[config.mk]
export PLATFORM = sky130hd
export DESIGN_NAME = dualport_ram_arb
export DESIGN_NICKNAME = d
export VERILOG_FILES = /design/src/rtl/dualport_ram_arb.sv
export SDC_FILE = /design/constraint.sdc
export NUM_CORES = 1
export LEC_CHECK = 0
export ABC_AREA = 1
export ABC_CLOCK_PERIOD_IN_PS = 2500
export CAP_MARGIN = 20
export CELL_PAD_IN_SITES_DETAIL_PLACEMENT = 0
export CELL_PAD_IN_SITES_GLOBAL_PLACEMENT = 1
export CORE_MARGIN = 1.5
export CORE_UTILIZATION = 39
export CTS_CLUSTER_DIAMETER = 60
export DETAILED_ROUTE_END_ITERATION = 10
export HOLD_SLACK_MARGIN = 0.12
export PLACE_DENSITY_LB_ADDON = 0.1
export SETUP_SLACK_MARGIN = 0.02
export SYNTH_ARGS = -nofsm -noshare
export SYNTH_HDL_FRONTEND = slang
export SYNTH_SLANG_ARGS = --single-unit
[constraint.sdc]
create_clock -name clk -period 2.5 [get_ports clk]
set_clock_uncertainty 0.2 [all_clocks]
set_input_delay 0.5 -clock clk [delete_from_list [all_inputs] [get_ports clk]]
set_output_delay 0.5 -clock clk [all_outputs]
set_load 0.02 [all_outputs]
[src/rtl/dualport_ram_arb.sv]
// Dual-port word RAM with per-cycle collision arbitration.
// Optional write-to-read forwarding: define DUALPORT_RAM_ARB_FWD_EN.
module dualport_ram_arb #(
  parameter int DATA_W    = 8,
  parameter int ADDR_W    = 4,
  parameter int PRIO_MODE = 0
) (
  input  logic              clk,
  input  logic              reset,
  input  logic [ADDR_W-1:0] addr_a,
  input  logic [ADDR_W-1:0] addr_b,
  input  logic              rd_a,
  input  logic              rd_b,
  input  logic              wr_a,
  input  logic              wr_b,
  input  logic [DATA_W-1:0] wdata_a,
  input  logic [DATA_W-1:0] wdata_b,
  output logic [DATA_W-1:0] rdata_a,
  output logic [DATA_W-1:0] rdata_b,
  output logic              rvalid_a,
  output logic              rvalid_b,
  output logic              lost_a,
  output logic              lost_b,
  output logic              err_a,
  output logic              err_b,
  output logic [15:0]       coll_cnt
);

  localparam int DEPTH = 1 << ADDR_W;

  logic [DATA_W-1:0] r_mem [DEPTH];

  logic [DATA_W-1:0] r_rdata_a;
  logic [DATA_W-1:0] r_rdata_b;
  logic              r_rvalid_a;
  logic              r_rvalid_b;
  logic              r_lost_a;
  logic              r_lost_b;
  logic              r_err_a;
  logic              r_err_b;
  logic [15:0]       r_coll_cnt;
  logic              r_prio_b;

  logic w_act_a;
  logic w_act_b;
  logic w_err_a;
  logic w_err_b;
  logic w_same;
  logic w_coll;
  logic w_win_a;
  logic w_exe_a;
  logic w_exe_b;
  logic w_wen_a;
  logic w_wen_b;
  logic w_ren_a;
  logic w_ren_b;
  logic w_fwd_a;
  logic w_fwd_b;
  logic w_lost_a;
  logic w_lost_b;

  // A port is active only with exactly one of rd/wr; both is an error no-op.
  assign w_act_a = rd_a ^ wr_a;
  assign w_act_b = rd_b ^ wr_b;
  assign w_err_a = rd_a & wr_a;
  assign w_err_b = rd_b & wr_b;

  // Read/read on the same word is harmless, so it is not a collision.
  assign w_same = (addr_a == addr_b);
  assign w_coll = w_act_a & w_act_b & w_same & (wr_a | wr_b);

  // Fixed mode always favours A; round-robin follows the priority flag.
  assign w_win_a = (PRIO_MODE == 0) ? 1'b1 : ~r_prio_b;

  assign w_exe_a = w_act_a & (~w_coll | w_win_a);
  assign w_exe_b = w_act_b & (~w_coll | ~w_win_a);

  assign w_wen_a = w_exe_a & wr_a;
  assign w_wen_b = w_exe_b & wr_b;
  assign w_ren_a = w_exe_a & rd_a;
  assign w_ren_b = w_exe_b & rd_b;

`ifdef DUALPORT_RAM_ARB_FWD_EN
  // A losing reader sees the winning writer's data instead of being dropped.
  assign w_fwd_a = w_coll & ~w_win_a & wr_b & rd_a;
  assign w_fwd_b = w_coll &  w_win_a & wr_a & rd_b;
`else
  assign w_fwd_a = 1'b0;
  assign w_fwd_b = 1'b0;
`endif

  assign w_lost_a = w_act_a & w_coll & ~w_win_a & ~w_fwd_a;
  assign w_lost_b = w_act_b & w_coll &  w_win_a & ~w_fwd_b;

  // Memory array: never reset; writes are blocked while reset is high.
  always_ff @(posedge clk) begin
    if (!reset) begin
      if (w_wen_a) begin
        r_mem[addr_a] <= wdata_a;
      end
      if (w_wen_b) begin
        r_mem[addr_b] <= wdata_b;
      end
    end
  end

  // Port A read data: read-first, holds value when no read completes.
  always_ff @(posedge clk) begin
    if (reset) begin
      r_rdata_a  <= '0;
      r_rvalid_a <= 1'b0;
    end else begin
      r_rvalid_a <= w_ren_a | w_fwd_a;
      if (w_fwd_a) begin
        r_rdata_a <= wdata_b;
      end else if (w_ren_a) begin
        r_rdata_a <= r_mem[addr_a];
      end
    end
  end

  // Port B read data: read-first, holds value when no read completes.
  always_ff @(posedge clk) begin
    if (reset) begin
      r_rdata_b  <= '0;
      r_rvalid_b <= 1'b0;
    end else begin
      r_rvalid_b <= w_ren_b | w_fwd_b;
      if (w_fwd_b) begin
        r_rdata_b <= wdata_a;
      end else if (w_ren_b) begin
        r_rdata_b <= r_mem[addr_b];
      end
    end
  end

  // One-cycle status pulses for dropped and malformed requests.
  always_ff @(posedge clk) begin
    if (reset) begin
      r_lost_a <= 1'b0;
      r_lost_b <= 1'b0;
      r_err_a  <= 1'b0;
      r_err_b  <= 1'b0;
    end else begin
      r_lost_a <= w_lost_a;
      r_lost_b <= w_lost_b;
      r_err_a  <= w_err_a;
      r_err_b  <= w_err_b;
    end
  end

  // Priority hands over to the loser after every collision.
  always_ff @(posedge clk) begin
    if (reset) begin
      r_prio_b <= 1'b0;
    end else if (w_coll && (PRIO_MODE == 1)) begin
      r_prio_b <= w_win_a;
    end
  end

  // Saturating collision counter.
  always_ff @(posedge clk) begin
    if (reset) begin
      r_coll_cnt <= '0;
    end else if (w_coll && (r_coll_cnt != 16'hFFFF)) begin
      r_coll_cnt <= r_coll_cnt + 16'd1;
    end
  end

  assign rdata_a  = r_rdata_a;
  assign rdata_b  = r_rdata_b;
  assign rvalid_a = r_rvalid_a;
  assign rvalid_b = r_rvalid_b;
  assign lost_a   = r_lost_a;
  assign lost_b   = r_lost_b;
  assign err_a    = r_err_a;
  assign err_b    = r_err_b;
  assign coll_cnt = r_coll_cnt;

endmodule

==> impl_metrics.env <==
export IMPL_layout_drive_gt1_share=0.1336
export IMPL_pin_count=68
export IMPL_peakVddDrop_mv=0.3425
export IMPL_async_flop_share=0
export IMPL_synth_fa_ha_area_frac=0.006301
export IMPL_holdBufCountCts=0
export IMPL_htreeDepth=4
export IMPL_power_uw=6782
export IMPL_slowest_delay_ps=480
export IMPL_vias=9924
export IMPL_synth_simple_gate_area_share=0.3563
export IMPL_ys_seq_area_frac=0.4618
export IMPL_r2r_slack_ps=330
export IMPL_power_density_nw_per_um2=537.0
export IMPL_required_ps=2670
export IMPL_pre_cts_ws_ps=-681.0
export IMPL_post_route_drc_count=0
export IMPL_period_needed_ps=2411
export IMPL_synth_compound_area_share=0.1008
export IMPL_finalCritPeriodShare=0.9645
export IMPL_die_height_um=162.6
export IMPL_start_util=0.3954
export IMPL_timing_rr_start="coll_cnt[1]"
export IMPL_finalHoldViolCount=0
export IMPL_synth_distinct_cells=27
export IMPL_dr_pass1_iters=6
export IMPL_core_area_um2=25110
export IMPL_gp_congestion=0.9296
export IMPL_synth_edf_count=128
export IMPL_path_class="in -> reg"
export IMPL_layout_commonest_cell="nand2_1"
export IMPL_areaGrowthSynthToFinish_pct=27.22
export IMPL_clk_latency_ps=440
export IMPL_chipWidth_um=162.6
export IMPL_crit_path_frequent_cell="nand2_1"
export IMPL_critPathMaxFanout=8
export IMPL_hold_end="rdata_a[0]"
export IMPL_dpl_cell_count=1850
export IMPL_synthCells=1420
export IMPL_grt_overflow_total=0
export IMPL_io_buffers=66
export IMPL_syn_nets=1455
export IMPL_max_freq_mhz=414.7
export IMPL_grt_max_degree=40
export IMPL_drt_total_wl_um=38530
export IMPL_final_max_slew_viol_count=0
export IMPL_status="complete, no violations"
export IMPL_avgViaCountPerCell=5.240
export IMPL_regArea_um2=4584
export IMPL_synth_top_family_by_area="simple AND/OR/NAND/NOR gates"
export IMPL_num_nets_final=1586
export IMPL_synth_avg_cell_area_um2=6.992
export IMPL_setup_slack_ps=88.66
export IMPL_synth_seq_cells=165
export IMPL_setup_viol=0
export IMPL_filler_cell_count=2566
export IMPL_clk_pin_slew_ps=70
export IMPL_r2r_cells=10
export IMPL_final_core_util=0.5030
export IMPL_synth_area_um2=9928
export IMPL_min_from="rdata_a[0]"
export IMPL_rr_endpoint="coll_cnt[0]"
export IMPL_power_leakage_uw=0.005739
export IMPL_synthMuxAreaShare=0
export IMPL_drv_cap=0
export IMPL_insertedDiodeCount=0
export IMPL_antenna_found_initial=0
export IMPL_grt_first_pass_wirelength_um=57760
export IMPL_rows=58
export IMPL_finalNonFillerCells=1894
export IMPL_holdPathStages=2
export IMPL_cts_tree="yes"
export IMPL_ys_flop_type="edfxtp_1"
export IMPL_crit_arrival_ps=2580
export IMPL_start_kind="input pin"
export IMPL_hold_path_class="reg -> reg"
export IMPL_hpwl_um=26290
export IMPL_slew_headroom=0.4802
export IMPL_synth_warnings=0
export IMPL_track_usage=0.2992
export IMPL_endpoint_kind="register"
export IMPL_tightest_slew_ps=775.0
export IMPL_grt_pass1_vias=9271
export IMPL_postRouteAntennaNets=0
export IMPL_multi_input_area_um2=4843
export IMPL_path_cells="clkdlybuf4s50_1, buf_6, inv_2, nand2_1, nand2_1, nor2_4, nand3_4, buf_6, buf_4, nor2_4, clkbuf_16, nand2_1, a21oi_1"
export IMPL_routedWlPerCell_um=20.34
export IMPL_cts_buffer_depth=2
export IMPL_yosys_area_share_xor_xnor=0.009704
export IMPL_cts_root_buf="clkbuf_16"
export IMPL_drtIter0Drc=1208
export IMPL_die_area_um2=26420
export IMPL_cts_made_buffers=17
export IMPL_rsz0062_at_grt="no"
export IMPL_cp_slowest_cell="clkdlybuf4s50_1"
export IMPL_clock_sinks=165
export IMPL_layout_common_cells="699 x nand2_1, 159 x o21ai_0, 128 x edfxtp_1, 115 x buf_4, 81 x nor2_1"
## flip-flops by register name, indices dropped and copies added, names as in the netlist
signal,cells
err_b,1
lost_b,1
rdata_b,8
rvalid_b,1
err_a,1
coll_cnt,16
rdata_a,8
r_mem,128
rvalid_a,1
## power breakdown
part | switching (µW) | total [µW] | internal, µW
logic | 691 | 1070 | 380
clock network | 1190 | 2670 | 1480
registers | 30.1 | 3040 | 3010
total | 1910 | 6780 | 4870
## layer usage
| layer | track usage | wire, µm | vias up |
|---|---|---|---|
| met5 | 0 | 0 | - |
| met4 | 0.1122 | 1195 | 0 |
| met3 | 0.03718 | 2949 | 71 |
| met2 | 0.4847 | 17830 | 436 |
| met1 | 0.4098 | 16560 | 4564 |
| li1 | - | - | 4853 |
## stage by stage
| stage | TNS (ps) | instance area, µm² | hold slack, ps |
|---|---|---|---|
| after CTS | 0 | 12440 | 318.1 |
| after global routing | 0 | 12630 | 344.7 |
| after global placement | -122200 | 11770 | 293.3 |
| after detailed placement | -116080 | 11770 | 300.3 |
| after floorplan | -179.3 | 9970 | 374.0 |
| final | 0 | 12630 | 312.4 |
## timing repair
item,in CTS,in global routing
pin swaps,2,6
buffers inserted,2,6
gates cloned,1,3
setup endpoints to repair,89,158
gates resized for setup,10,14
## cell usage after synthesis, types with 7 or more instances
library cell | instances | area [µm²]
a21oi_1 | 26 | 130.1
buf_1 | 16 | 60.06
buf_2 | 13 | 65.06
clkbuf_1 | 58 | 217.7
dfxtp_1 | 37 | 740.7
edfxtp_1 | 128 | 3844
inv_1 | 62 | 232.7
nand2_1 | 701 | 2631
nand3_1 | 55 | 275.3
nand4_1 | 27 | 168.9
nand4_2 | 7 | 87.58
nor2_1 | 83 | 311.6
o21ai_0 | 168 | 840.8
xnor2_1 | 8 | 70.07
## critical path, delay by kind of cell
family                 cells  cell delay [ps]
and+or+nand+nor            6              760
AOI/OAI and AO/OA          1              120
buffers and inverters      6             1200
## worst max path at each step
stage | startpoint | end | slack [ps] | cells past startpoint
2_1_floorplan | rd_b | r_mem[11][0] | -10 | 8
3_3_place_gp | rd_a | r_mem[5][4] | -720 | 8
3_5_place_dp | wr_a | r_mem[5][6] | -680 | 7
4_1_cts | rd_a | r_mem[5][3] | 30 | 11
5_1_grt | addr_b[1] | coll_cnt[6] | 10 | 13
6_report | addr_b[1] | coll_cnt[6] | 90 | 13
## logic make-up (layout without fill, tap and decap cells)
kind of cell / count (synthesis) / count (layout)
other: 1 / 1
adders and majority gates: 5 / 5
xor gates and xnor gates: 11 / 11
AOI/OAI and AO/OA: 198 / 198
buffers and inverters: 160 / 303
DFF: 165 / 165
and+or+nand+nor: 880 / 881
## area by class of cell
type	count	area share
multi-input combinational	1096	0.3835
tap	330	0.03269
inverter	67	0.01991
timing repair buffer	204	0.1549
clock buffer	18	0.03398
sequential	165	0.3630
clock inverter	14	0.01209
Note: power is estimated with default switching activity, not from simulation.
